**config.mk**
```make
export PLATFORM = sky130hd
export DESIGN_NAME = pixel_fb_writer
export DESIGN_NICKNAME = d
export VERILOG_FILES = /design/src/rtl/pixel_fb_writer.sv
export SDC_FILE = /design/constraint.sdc
export NUM_CORES = 1
export LEC_CHECK = 0
export BUFFER_PORTS_ARGS = -buffer_cell sky130_fd_sc_hd__buf_4
export CAP_MARGIN = 20
export CORE_AREA = 3 3 241 172
export DETAILED_ROUTE_END_ITERATION = 6
export DIE_AREA = 0 0 244 175
export PLACE_DENSITY_LB_ADDON = 0.3
export SYNTH_ARGS = -nofsm -noshare
export SYNTH_HDL_FRONTEND = slang
export SYNTH_SLANG_ARGS = --single-unit
export TNS_END_PERCENT = 50
```
**constraint.sdc**
```tcl
create_clock -name clk -period 6.3 [get_ports clk]
set_input_delay 1.26 -clock clk [delete_from_list [all_inputs] [get_ports clk]]
set_output_delay 1.26 -clock clk [all_outputs]
set_load 0.02 [all_outputs]
```
**src/rtl/pixel_fb_writer.sv**
```systemverilog
// pixel_fb_writer
//   Accepts pixels from a drawer with no backpressure, drops out-of-bounds
//   coordinates, buffers the rest in a small FIFO and writes them to a
//   framebuffer as linear-address RGB565 words over a req/ack interface.
//   A src_done pulse from the drawer becomes a one-cycle fb_done once every
//   pixel it preceded has been written.
//
// Parameters
//   FB_WIDTH, FB_HEIGHT : visible framebuffer size in pixels
//   FIFO_DEPTH          : pixel buffer entries (power of two, >= 2)
//
// Ports
//   clk, rst_n          : clock, asynchronous active-low reset
//   pix_valid           : pixel present this cycle
//   pix_x, pix_y        : pixel coordinates
//   pix_color           : RGB888 colour {R, G, B}
//   src_done            : end-of-primitive pulse from the drawer
//   mem_req             : framebuffer write request
//   mem_addr            : linear address py*FB_WIDTH+px
//   mem_wdata           : RGB565 pixel data
//   mem_ack             : write accepted at this edge
//   busy                : FIFO non-empty or write outstanding
//   fb_done             : one-cycle completion pulse
//   overflow            : sticky, an in-bounds pixel was dropped
//   clip_count          : (PIX_CLIP_CNT_EN only) saturating count of
//                         out-of-bounds pixels discarded
//
// Build option
//   PIX_CLIP_CNT_EN     : define to add the clip_count port and counter.

module pixel_fb_writer #(
  parameter int unsigned FB_WIDTH   = 160,
  parameter int unsigned FB_HEIGHT  = 120,
  parameter int unsigned FIFO_DEPTH = 8
) (
  input  logic        clk,
  input  logic        rst_n,
  input  logic        pix_valid,
  input  logic [7:0]  pix_x,
  input  logic [7:0]  pix_y,
  input  logic [23:0] pix_color,
  input  logic        src_done,
  output logic        mem_req,
  output logic [14:0] mem_addr,
  output logic [15:0] mem_wdata,
  input  logic        mem_ack,
  output logic        busy,
  output logic        fb_done,
  output logic        overflow
`ifdef PIX_CLIP_CNT_EN
  ,
  output logic [15:0] clip_count
`endif
);

  localparam int unsigned AW = $clog2(FIFO_DEPTH);
  localparam logic [AW:0]  FULL_CNT = (AW + 1)'(FIFO_DEPTH);
  localparam logic [AW:0]  CNT_ONE  = (AW + 1)'(1);
  localparam logic [AW-1:0] PTR_ONE = AW'(1);
  localparam logic [14:0]  WIDTH_15 = 15'(FB_WIDTH);

  typedef enum logic {
    IDLE  = 1'b0,
    WRITE = 1'b1
  } state_t;

  state_t state;

  // Pixel front end
  logic        in_bounds;
  logic [14:0] pix_addr;
  logic [15:0] pix_rgb;
  logic        unused_color;

  assign in_bounds = (32'(pix_x) < FB_WIDTH) && (32'(pix_y) < FB_HEIGHT);
  assign pix_addr  = 15'(pix_y) * WIDTH_15 + 15'(pix_x);
  assign pix_rgb   = {pix_color[23:19], pix_color[15:10], pix_color[7:3]};
  // Low colour bits are truncated by the RGB565 packing.
  assign unused_color = ^{pix_color[18:16], pix_color[9:8], pix_color[2:0]};

  // FIFO
  logic [30:0]   fifo_mem [FIFO_DEPTH];
  logic [AW-1:0] wr_ptr;
  logic [AW-1:0] rd_ptr;
  logic [AW:0]   count;
  logic          empty;
  logic          full;
  logic          push_req;
  logic          push;
  logic          pop;
  logic          drop;
  logic [30:0]   head;

  assign empty    = (count == '0);
  assign full     = (count == FULL_CNT);
  assign head     = fifo_mem[rd_ptr];
  assign push_req = pix_valid && in_bounds;
  // The write register reloads from the FIFO head when idle, or on an ack.
  assign pop      = !empty && ((state == IDLE) || ((state == WRITE) && mem_ack));
  // A full FIFO still accepts a pixel when the same edge frees a slot.
  assign push     = push_req && (!full || pop);
  assign drop     = push_req && full && !pop;

  always_ff @(posedge clk) begin
    if (push) begin
      fifo_mem[wr_ptr] <= {pix_addr, pix_rgb};
    end
  end

  always_ff @(posedge clk or negedge rst_n) begin
    if (!rst_n) begin
      wr_ptr <= '0;
      rd_ptr <= '0;
      count  <= '0;
    end else begin
      if (push) begin
        wr_ptr <= wr_ptr + PTR_ONE;
      end
      if (pop) begin
        rd_ptr <= rd_ptr + PTR_ONE;
      end
      case ({push, pop})
        2'b10:   count <= count + CNT_ONE;
        2'b01:   count <= count - CNT_ONE;
        default: count <= count;
      endcase
    end
  end

  // Write FSM and completion tracking
  logic pending;
  logic drained;

  assign drained = pending && empty && !mem_req;
  assign busy    = !empty || mem_req;

  always_ff @(posedge clk or negedge rst_n) begin
    if (!rst_n) begin
      state     <= IDLE;
      mem_req   <= 1'b0;
      mem_addr  <= '0;
      mem_wdata <= '0;
      pending   <= 1'b0;
      fb_done   <= 1'b0;
      overflow  <= 1'b0;
    end else begin
      case (state)
        IDLE: begin
          if (!empty) begin
            {mem_addr, mem_wdata} <= head;
            mem_req               <= 1'b1;
            state                 <= WRITE;
          end
        end
        WRITE: begin
          if (mem_ack) begin
            if (!empty) begin
              {mem_addr, mem_wdata} <= head;
            end else begin
              mem_req <= 1'b0;
              state   <= IDLE;
            end
          end
        end
        default: begin
          mem_req <= 1'b0;
          state   <= IDLE;
        end
      endcase

      fb_done <= drained;
      // A fresh src_done wins over the clear so it is never lost.
      if (src_done) begin
        pending <= 1'b1;
      end else if (drained) begin
        pending <= 1'b0;
      end

      if (drop) begin
        overflow <= 1'b1;
      end
    end
  end

`ifdef PIX_CLIP_CNT_EN
  always_ff @(posedge clk or negedge rst_n) begin
    if (!rst_n) begin
      clip_count <= '0;
    end else if (pix_valid && !in_bounds && (clip_count != '1)) begin
      clip_count <= clip_count + 16'd1;
    end
  end
`endif

endmodule

```
# --- Word level (Yosys, flattened, before mapping) ---
# Memory sizes are Yosys's and may differ from the RTL's.
# Index checks and enable logic that the tools add are counted.
word_totals:
  ff_bits: 46
  ramBits: 248
  input_bits: 45
  out_inout_bits: 35
  wordCells: 64
  mem_count: 1
mem_list:
  columns: ["name", "depth", "word_bits", "read_ports", "rd_ports_with_merged_regs", "write_ports", "line", "source"]
  rows:
  - ["fifo_mem", 8, 31, 1, 0, 1, "82", "logic [30:0] fifo_mem [FIFO_DEPTH];"]
classes:
  add_sub_neg: 5
  n_mul: 1
  order_cmp: 2
  n_eq_ne: 6
  n_mux: 18
  n_bitwise: 1
  reduce_logical: 20
ops:
  columns: ["operator", "count"]
  rows:
  - ["2-to-1 mux 16 bit", 2]
  - ["one-hot mux 16 bit (2 select lines)", 1]
  - ["2-to-1 mux 15 bit", 2]
  - ["one-hot mux 15 bit (2 select lines)", 1]
  - ["adder 15 x 8 -> 15 bit", 1]
  - ["multiplier 8 x 3 -> 10 bit, second input constant", 1]
  - ["logical AND 1 bit", 9]
  - ["2-to-1 mux 1 bit", 9]
  - ["less-than comparator 8 x 7 -> 1 bit, second input constant", 1]
  - ["less-than comparator 8 bit, second input constant", 1]
  - ["one-hot mux 4 bit (2 select lines)", 1]
  - ["adder 3 x 1 -> 3 bit, second input constant", 2]
  - ["adder 4 x 1 -> 4 bit, second input constant", 1]
  - ["== test 4 bit, second input constant", 1]
  - ["zero test 1 bit", 4]
  - ["zero test 4 bit", 1]
  - ["!= test 2 bit, second input constant", 2]
  - ["one-hot mux 1 bit (2 select lines)", 2]
  - ["nonzero test 2 bit", 2]
  - ["subtractor 4 x 1 -> 4 bit, second input constant", 1]
  - ["logical OR 1 bit", 3]
  - ["AND reduction 3 bit", 1]
  - ["== test 2 x 1 -> 1 bit, second input constant", 1]
  - ["== test 2 bit, second input constant", 1]
  - ["other kinds (2)", 2]

# --- Depth between registers and ports, before layout ---
# Gate-level depths: netlist of the first run.
logic_depth:
  ltp_word: 7
  mapped_depth: 9
  depth_no_buf: 9

# --- Worst setup path after synthesis of the first run ---
# OpenSTA, ideal clock, no wires.
synth_timing:
  path_kind: "input -> register"
  start: "input pix_x[6]"
  end: "memory fifo_mem[0][0] (enable)"
  setup_ns: 0.458
  arrival_ns: 4.106
  required_ns: 5.842
  path_slack_ns: 1.736
  stages: 5
  path_buffers: 0
  cell_sequence: "o21ai_1 > nand4b_1 > and2b_4 > nand2b_1 > nor3_1"
synth_via:
  elab_chain_cells: 6
synth_rtl:
  columns: ["item", "line", "source"]
  rows:
  - ["from (decl)", "39", "input logic [7:0] pix_x,"]
  - ["less-than comparator 8 bit", "75", "assign in_bounds = (32'(pix_x) < FB_WIDTH) && (32'(pix_y) < FB_HEIGHT);"]
  - ["logical AND 1 bit", "75", null]
  - ["logical AND 1 bit", "97", "assign push_req = pix_valid && in_bounds;"]
  - ["logical AND 1 bit", "101", "assign push = push_req && (!full || pop);"]
  - ["2-to-1 mux 1 bit", "105", "if (push) begin"]
  - ["2-to-1 mux 1 bit (implied by the code)", "106", "fifo_mem[wr_ptr] <= {pix_addr, pix_rgb};"]
  - ["to (decl)", "82", null]
# Every way passes these cells.

# --- Final worst setup path of the first run ---
layout_timing:
  start: "input pix_x[6]"
  end: "memory fifo_mem[0][7] (enable)"
# The elaborated chain is that of the path after synthesis.

==> metrics.cfg, run 1 <==
[status]
status = finished, final reports clean

[worst_setup_path]
required_ns = 6.49
worstPathArrival_ns = 3.95
critical_path_class = in2reg
worstSetupStartpointType = primary input
crit_buf_inv = 2
critPathMostFrequentCell = buf_4
cp_top_family = simple AND/OR/NAND/NOR gates
critPathCaptureType = register
crit_fanout = 25
cpPeakStageDelay_ns = 0.70
slowest_stage = nor3_2
path_cells = buf_4, o21ai_1, nand4b_1, and2b_4, nand2b_1, nor3_2, buf_4

[layout]
antenna_cells = 0
final_layout_size_suffix_gt1_share_pct = 29.86
fin_area_um2 = 13910
n_fill_cell = 3706
register_area_um2 = 8605
final_nets = 753
fin_cells = 1245
area_delta_synth_final_pct = 18.74
multi_input_area_um2 = 2970

[sta]
setup_tns_ns = 0
finalMaxSlewViolations = 0
min_period_over_period_pct = 59.66
rsz0062_at_grt = false
hold_violations = 0
relSlewSlack_pct = 36.93
finalSetupViolCount = 0
period_minus_slack_ns = 3.759
fmax_mhz = 266.0
hold_ws_ns = 0.4430
tightest_slew_ns = 0.9439
final.setup_skew_ns = 0.03170

[detailed_routing]
wire_per_inst_um = 18.74
viasPerCell = 4.492
first_pass_iters = 6
drc_errors = 0
drt_iter0_drc = 399
routed_wl_um = 23330
vias = 5593
ant_nets = 0

[synth]
synth_nets = 662
ys_top_cells_by_count = edfxtp_1, mux4_2, dfrtp_1
syn-cell-area_um2 = 11710
yosysMostFrequentCell = edfxtp_1
yosysUniqueCellTypes = 46
seq_area_frac_synth_pct = 73.42
synth_area_leader_cell = edfxtp_1
netlist_instances = 595
yosysWarnings = 0
synth_area_leaders = edfxtp_1, mux4_2, dfrtp_1
avgSynthCellArea_um2 = 19.68
synth.top_cell.area_share_pct = 63.59
synthFlopType = edfxtp_1
ys_async_sr_fraction_pct = 15.65
ys_ff_latch = 294
synth_edf_count = 248

[place]
dp.final_hpwl_um = 14050
port_buffers = 71
dpl_cell_area_um2 = 12910
dp.cells = 1189
place.gp.congestion = 0.6716

[pwr]
leakage_nw = 4.759
p_clk_share_pct = 29.5
ir_worst_vdd_mv = 0.2122
p_comb_share_pct = 26.2
p_int_mw = 4.186
seqPwrFrac_pct = 44.3
p_sw_mw = 1.747
powerDensity_nw_per_um2 = 426.6
p_sw_share_pct = 29.44

[floorplan]
rows = 61
start_util_pct = 29.74
dieHeight_um = 175
coreArea_um2 = 39380
dieArea_um2 = 42700
die_w_um = 244
ioPinCount = 80

[clocking]
ctsResizeCount = 0
root_buffer = clkbuf_16
h-tree-depth = 1
cts_tree = yes
cts_buffer_depth = 3
path_clk_slew_ns = 0.06
cts_sinks = 294
ctsHoldBuffers = 0
clk_latency_ns = 0.57
cts_inserted_buffers = 30
postCtsSetupRepairBufs = 0

[global_routing]
overflow = 0
grt_max_degree = 65
grt_pass1_vias = 5833
grtUsageTotal_pct = 11.02
grt_pass1_wl_um = 36080
antenna_found_initial = 1

[job]
cap_violations = 0

[worst_hold_path]
min_path_type = reg2reg

-- path summary, 6_finish.rpt --
check	from	endpoint	slack [ns]	cells past startpoint
setup / recovery	pix_x[6]	fifo_mem[0][7]$_DFFE_PP_	2.54	7
hold / removal	state$_DFF_PN0_	mem_req$_DFFE_PN0P_	0.44	1
setup reg to reg	state$_DFF_PN0_	fifo_mem[0][7]$_DFFE_PP_	3.50	6
hold reg to reg	state$_DFF_PN0_	mem_req$_DFFE_PN0P_	0.44	1
max in group asynchronous	rst_n	rd_ptr[0]$_DFFE_PN0N_	5.00	1
min in group asynchronous	rst_n	mem_addr[2]$_DFFE_PN0P_	0.76	1
-- through the flow --
| step | total power [mW] | utilization (%) | setup slack, ns |
|---|---|---|---|
| after floorplan | 3.760 | - | 1.737 |
| after global placement | 4.248 | 32.79 | 1.922 |
| after detailed placement | 4.270 | 32.79 | 1.936 |
| after CTS | 6.041 | 35.31 | 2.512 |
| after global routing | 6.261 | 35.31 | 2.384 |
| final | 5.933 | 35.31 | 2.541 |
-- state kept, by name (all words and copies together) (netlist names) --
name / flops
fifo_mem: 248
mem_wdata: 16
mem_addr: 15
count: 4
rd_ptr: 3
wr_ptr: 3
fb_done: 1
mem_req: 1
overflow: 1
pending: 1
state: 1
-- power by group through the flow --
stage	Combinational, mW	Clock, mW	Sequential (mW)
after global routing	1.71	1.88	2.67
final	1.56	1.75	2.63
after floorplan	1.12	0	2.64
after global placement	1.58	0	2.67
after detailed placement	1.59	0	2.68
after CTS	1.60	1.81	2.64
-- kinds of logic (layout without fill, tap and decap cells) --
kind of cell | after synthesis | after routing | share of synthesized area, %
multiplexers | 97 | 97 | 14.98
adder cells (fa/ha/maj) | 22 | 22 | 2.543
AO/OA/AOI/OAI | 52 | 52 | 2.660
flip-flops | 294 | 294 | 73.42
buffers and inverters | 35 | 150 | 1.752
AND/OR/NAND/NOR | 77 | 77 | 3.301
XOR/XNOR | 18 | 18 | 1.346
-- final cells by class --
cell class	count	area share, %
Sequential cell	294	61.88
Multi-Input combinational cell	266	21.36
Clock buffer	47	6.289
Tap cell	535	4.814
Timing Repair Buffer	84	4.535
Clock inverter	9	0.8548
Inverter	10	0.2699
-- metal layers --
layer  track usage (%)  routed length (µm)
met2             17.32               10720
met1             15.86               11090
met5                 0                  13
met3             2.194                1020
met4             2.522                 482
-- worst register-to-register path: cells and delay by family, from the launching register on --
| family | cells | cell delay, ns |
|---|---|---|
| flops | 1 | 0.37 |
| simple gates | 5 | 1.53 |
| buf+inv | 1 | 0.53 |
-- cells in the final DEF (no fill, tap or decap), types with 2 or more instances in the layout --
cell	n
nor3b_1	3
nand2_1	8
ha_1	19
dfrtp_2	2
mux2i_1	32
clkinv_2	5
a21o_1	3
a21oi_1	35
dfrtp_1	43
clkbuf_16	30
nor2_4	7
o21ai_0	3
bufinv_16	2
o21bai_1	2
nor3_2	2
fa_1	3
edfxtp_1	248
nand3_1	3
clkbuf_1	11
inv_1	10
nor2b_1	4
nor2_1	36
clkbuf_8	6
nand2b_1	3
xnor2_1	15
xor2_1	3
buf_4	84
mux4_2	62
(Power assumes the default switching activity.)
==> run 2, diff against run 1 <==
- clock period: 6.3 -> 3.2 ns (I/O delays scaled with it)
==> metrics.cfg, run 2 (synthesis results as in run 1) <==
[status]
status = finished, final reports clean

[pwr]
leakage_nw = 4.883
powerDensity_nw_per_um2 = 831.2
total_power_mw = 11.79
p_sw_mw = 3.435
ir_worst_vdd_mv = 0.3875
p_clk_share_pct = 29.1
p_sw_share_pct = 29.15
p_comb_share_pct = 27.3
seqPwrFrac_pct = 43.6
p_int_mw = 8.352

[global_routing]
grt_pass1_vias = 5920
overflow = 0
grt_max_degree = 65
grtUsageTotal_pct = 11.21
grt_pass1_wl_um = 36610
antenna_found_initial = 0

[clocking]
root_buffer = clkbuf_16
cts_buffer_depth = 3
cts_sinks = 294
cts_inserted_buffers = 31
path_clk_slew_ns = 0.06
h-tree-depth = 1
clk_latency_ns = 0.55
ctsResizeCount = 0
cts_tree = yes
ctsHoldBuffers = 0
postCtsSetupRepairBufs = 0

[floorplan]
coreArea_um2 = 39380
die_w_um = 244
rows = 61
ioPinCount = 80
start_util_pct = 29.74
dieArea_um2 = 42700
dieHeight_um = 175

[detailed_routing]
routed_wl_um = 23650
ant_nets = 0
drt_iter0_drc = 377
first_pass_iters = 4
wire_per_inst_um = 18.69
met2_length_um = 10610
viasPerCell = 4.451
vias = 5630
wl_met3_um = 1020
top_layer_used = met4
wirelength_met1_um = 11580
drc_errors = 0

[layout]
register_area_um2 = 8605
layout_common_cells = edfxtp_1, buf_4, mux4_2
largest_reg_flops = 248
final_layout_size_suffix_gt1_share_pct = 31.23
top_regs = fifo_mem x248, mem_wdata x16, mem_addr x15
n_fill_cell = 3701
fin_area_um2 = 14180
final_nets = 774
antenna_cells = 0
area_delta_synth_final_pct = 21.09
top_register = fifo_mem
final_common_cell = edfxtp_1
multi_input_area_um2 = 2977

[sta]
final.setup_skew_ns = 0.009556
finalMaxSlewViolations = 0
hold_violations = 0
period_minus_slack_ns = 2.698
rsz0062_at_grt = false
relSlewSlack_pct = 50.87
tightest_slew_ns = 0.7370
finalSetupViolCount = 0
fmax_mhz = 370.7
worst_slack_ns = 0.5022
min_period_over_period_pct = 84.31

[worst_setup_path]
cpPeakStageDelay_ns = 0.57
ff2ff_path_depth = 9
crit_fanout = 8
worstSetupStartpointType = primary input
critPathCaptureType = register
path_cells = buf_4, ha_1, ha_1, fa_1, a211oi_1, nor2_1, xor2_1, buf_4, xnor2_1
worstPathArrival_ns = 2.95
r2r_end = count[3]$_DFFE_PN0P_
required_ns = 3.46
r2r_slack_ns = 0.98
reg2reg_from = count[2]$_DFFE_PN0P_
critical_path_class = in2reg
slowest_stage = xnor2_1

[place]
dp.final_hpwl_um = 14000
dpl_worst_slack_ns = -0.01484
port_buffers = 71
place.gp.congestion = 0.6892
dpl_cell_area_um2 = 13210

[worst_hold_path]
min_path_type = in2async

[job]
cap_violations = 0

## run 2: cell count changes in the layout (fill, tap and decap cells not counted), moves of 2 or more
cell and change:
buf_4 +9, clkinv_2 -2, buf_12 +11, clkinv_1 +4, clkbuf_8 -5
## run 2: how the worst max path moves through the flow
stage	startpoint	to	slack (ns)	depth (start not counted)
finish	pix_y[1]	fifo_mem[7][28]$_DFFE_PP_	0.50	9
global route	pix_y[1]	fifo_mem[1][29]$_DFFE_PP_	0.26	9
CTS	count[2]$_DFFE_PN0P_	busy	0.54	4
detailed placement	pix_y[1]	fifo_mem[5][29]$_DFFE_PP_	-0.01	9
global placement	pix_y[1]	fifo_mem[5][29]$_DFFE_PP_	-0.01	9
floorplan	pix_x[6]	fifo_mem[4][0]$_DFFE_PP_	-0.74	5
## run 2: through the flow
stage / setup TNS (ns) / utilization, % / hold WS (ns) / instances
after floorplan: -22.89 / - / 0.3444 / 595
after global placement: -0.08281 / 33.53 / 0.4174 / 1209
after detailed placement: -0.1181 / 33.53 / 0.4246 / 1209
after CTS: 0 / 36.01 / 0.1639 / 1265
after global routing: 0 / 36.01 / 0.1977 / 1265
final: 0 / 36.01 / 0.1578 / 1265
## run 2: worst max-delay path: cells and delay by family
kind / cells / cell delay (ns)
AOI/OAI and AO/OA: 1 / 0.30
xor gates and xnor gates: 2 / 0.73
adders and majority gates: 3 / 0.93
buffers and inverters: 2 / 0.26
and+or+nand+nor: 1 / 0.10
## run 2: power groups by stage
stage                     logic (mW)  registers (mW)  clock network, mW
after floorplan                 2.20            5.20                  0
after global placement          3.28            5.23                  0
after detailed placement        3.30            5.23                  0
after CTS                       3.31            5.16               3.54
after global routing            3.52            5.22               3.70
final                           3.21            5.14               3.43
## run 2: cell type report
| class | instances | area share [%] |
|---|---|---|
| clock inverters | 13 | 1.015 |
| flip-flops and latches | 294 | 60.68 |
| repair buffers | 104 | 6.476 |
| multi-input cells | 266 | 20.99 |
| inverters | 10 | 0.2647 |
| clock buffers | 43 | 5.858 |
| well taps | 535 | 4.720 |
## run 2: routing by layer
| layer | GRT usage [%] | vias to the layer above |
|---|---|---|
| met5 | 0 | - |
| met4 | 2.646 | 0 |
| met3 | 2.040 | 30 |
| met2 | 17.05 | 112 |
| met1 | 16.71 | 2902 |
| li1 | - | 2586 |
==> run 3, diff against run 2 <==
- clock period: 3.2 -> 2.6 ns (I/O delays scaled with it)
==> metrics.cfg, run 3 (synthesis results as in run 1) <==
[status]
status = finished, final reports clean

[pwr]
powerDensity_nw_per_um2 = 999.0
total_power_mw = 14.33
leakage_nw = 4.983
ir_worst_vdd_mv = 0.4349

[sta]
rsz0062_at_grt = true
period_minus_slack_ns = 2.507
finalSetupViolCount = 0
fmax_mhz = 398.9
tightest_slew_ns = 0.7199
min_period_over_period_pct = 96.41
hold_violations = 0
relSlewSlack_pct = 52.01
worst_slack_ns = 0.09323
finalMaxSlewViolations = 0
final.setup_skew_ns = 0.01495

[place]
dp.final_hpwl_um = 14860
dpl_worst_slack_ns = -0.5595
place.gp.congestion = 0.6866
port_buffers = 71

[clocking]
h-tree-depth = 1
cts_tree = yes
cts_buffer_depth = 3
clk_latency_ns = 0.55
root_buffer = clkbuf_16
cts_sinks = 294
path_clk_slew_ns = 0.06
cts_inserted_buffers = 29

[layout]
area_delta_synth_final_pct = 22.47
multi_input_area_um2 = 2998
final_common_cell = edfxtp_1
layout_common_cells = edfxtp_1, buf_4, mux4_2
largest_reg_flops = 248
n_fill_cell = 3678
top_register = fifo_mem
top_regs = fifo_mem x248, mem_wdata x16, mem_addr x15
final_nets = 796
final_layout_size_suffix_gt1_share_pct = 33.91
register_area_um2 = 8605
antenna_cells = 0
final_core_util_pct = 36.42

[worst_setup_path]
required_ns = 2.08
critical_path_class = reg2out
worstPathArrival_ns = 1.99
critPathCaptureType = output port
worstSetupStartpointType = register
crit_fanout = 4

[global_routing]
grtUsageTotal_pct = 11.38
antenna_found_initial = 0
overflow = 0
grt_pass1_wl_um = 37160
grt_pass1_vias = 5986
grt_max_degree = 65

[floorplan]
ioPinCount = 80
start_util_pct = 29.74
dieHeight_um = 175
dieArea_um2 = 42700
die_w_um = 244
rows = 61
coreArea_um2 = 39380

[detailed_routing]
wire_per_inst_um = 18.58
drt_iter0_drc = 447
routed_wl_um = 23910
viasPerCell = 4.406
first_pass_iters = 4
drc_errors = 0
vias = 5670
ant_nets = 0

[worst_hold_path]
min_path_type = in2async

[job]
cap_violations = 0

## run 3: power breakdown
| part | internal, mW | switching, mW | leakage [nW] |
|---|---|---|---|
| combinational | 2.12 | 2.15 | 1.80 |
| clock | 2.19 | 1.72 | 0.428 |
| sequential | 5.75 | 0.400 | 2.75 |
## run 3: metal layers
layer | track usage, % | vias to the layer above | share of wire, %
li1 | - | 2646 | -
met2 | 17.42 | 115 | 45
met5 | 0 | - | 0
met4 | 2.448 | 0 | 1.5
met3 | 2.132 | 28 | 4.8
met1 | 16.93 | 2881 | 49
## run 3: layout make-up
type / count / area share, %
clock inverters: 15 / 0.7764
flip-flops and latches: 294 / 59.99
clock buffers: 39 / 5.391
inverters: 10 / 0.2617
repair buffers: 128 / 8.008
multi-input cells: 266 / 20.90
well taps: 535 / 4.667
## run 3: worst max-delay path: stages (launching register included)
cell and delay (ns):
dfrtp_1 0.44, nor4_4 0.36, buf_4 0.18, nor2b_1 0.22, inv_1 0.08, buf_4 0.16
## run 3: stage by stage
| stage | hold WS [ns] | TNS, ns | cell area (µm²) | std cells |
|---|---|---|---|---|
| 6_report | 0.01659 | 0 | 14340 | 1287 |
| 2_1_floorplan | 0.2244 | -91.20 | 11720 | 595 |
| 5_1_grt | 0.05530 | -0.01069 | 14340 | 1287 |
| 3_3_place_gp | 0.4186 | -13.60 | 13440 | 1233 |
| 3_5_place_dp | 0.4264 | -14.52 | 13440 | 1233 |
| 4_1_cts | 0.03307 | 0 | 14330 | 1287 |
## run 3: worst paths after layout
path | startpoint | endpoint | slack [ns] | cells after the start
min in group clk | src_done | pending$_DFFE_PN0P_ | 0.15 | 2
setup / recovery | count[2]$_DFFE_PN0P_ | busy | 0.09 | 5
setup reg to reg | count[2]$_DFFE_PN0P_ | count[3]$_DFFE_PN0P_ | 0.50 | 9
hold / removal | rst_n | fb_done$_DFF_PN0_ | 0.02 | 1
max in group asynchronous | rst_n | rd_ptr[0]$_DFFE_PN0N_ | 2.06 | 1
hold reg to reg | state$_DFF_PN0_ | mem_req$_DFFE_PN0P_ | 0.43 | 1
## run 3: repair_timing
item	4_1_cts	5_1_grt
gates resized for setup	0	2
hold buffers	0	0
endpoints found under the setup margin	0	17
setup buffers	0	0
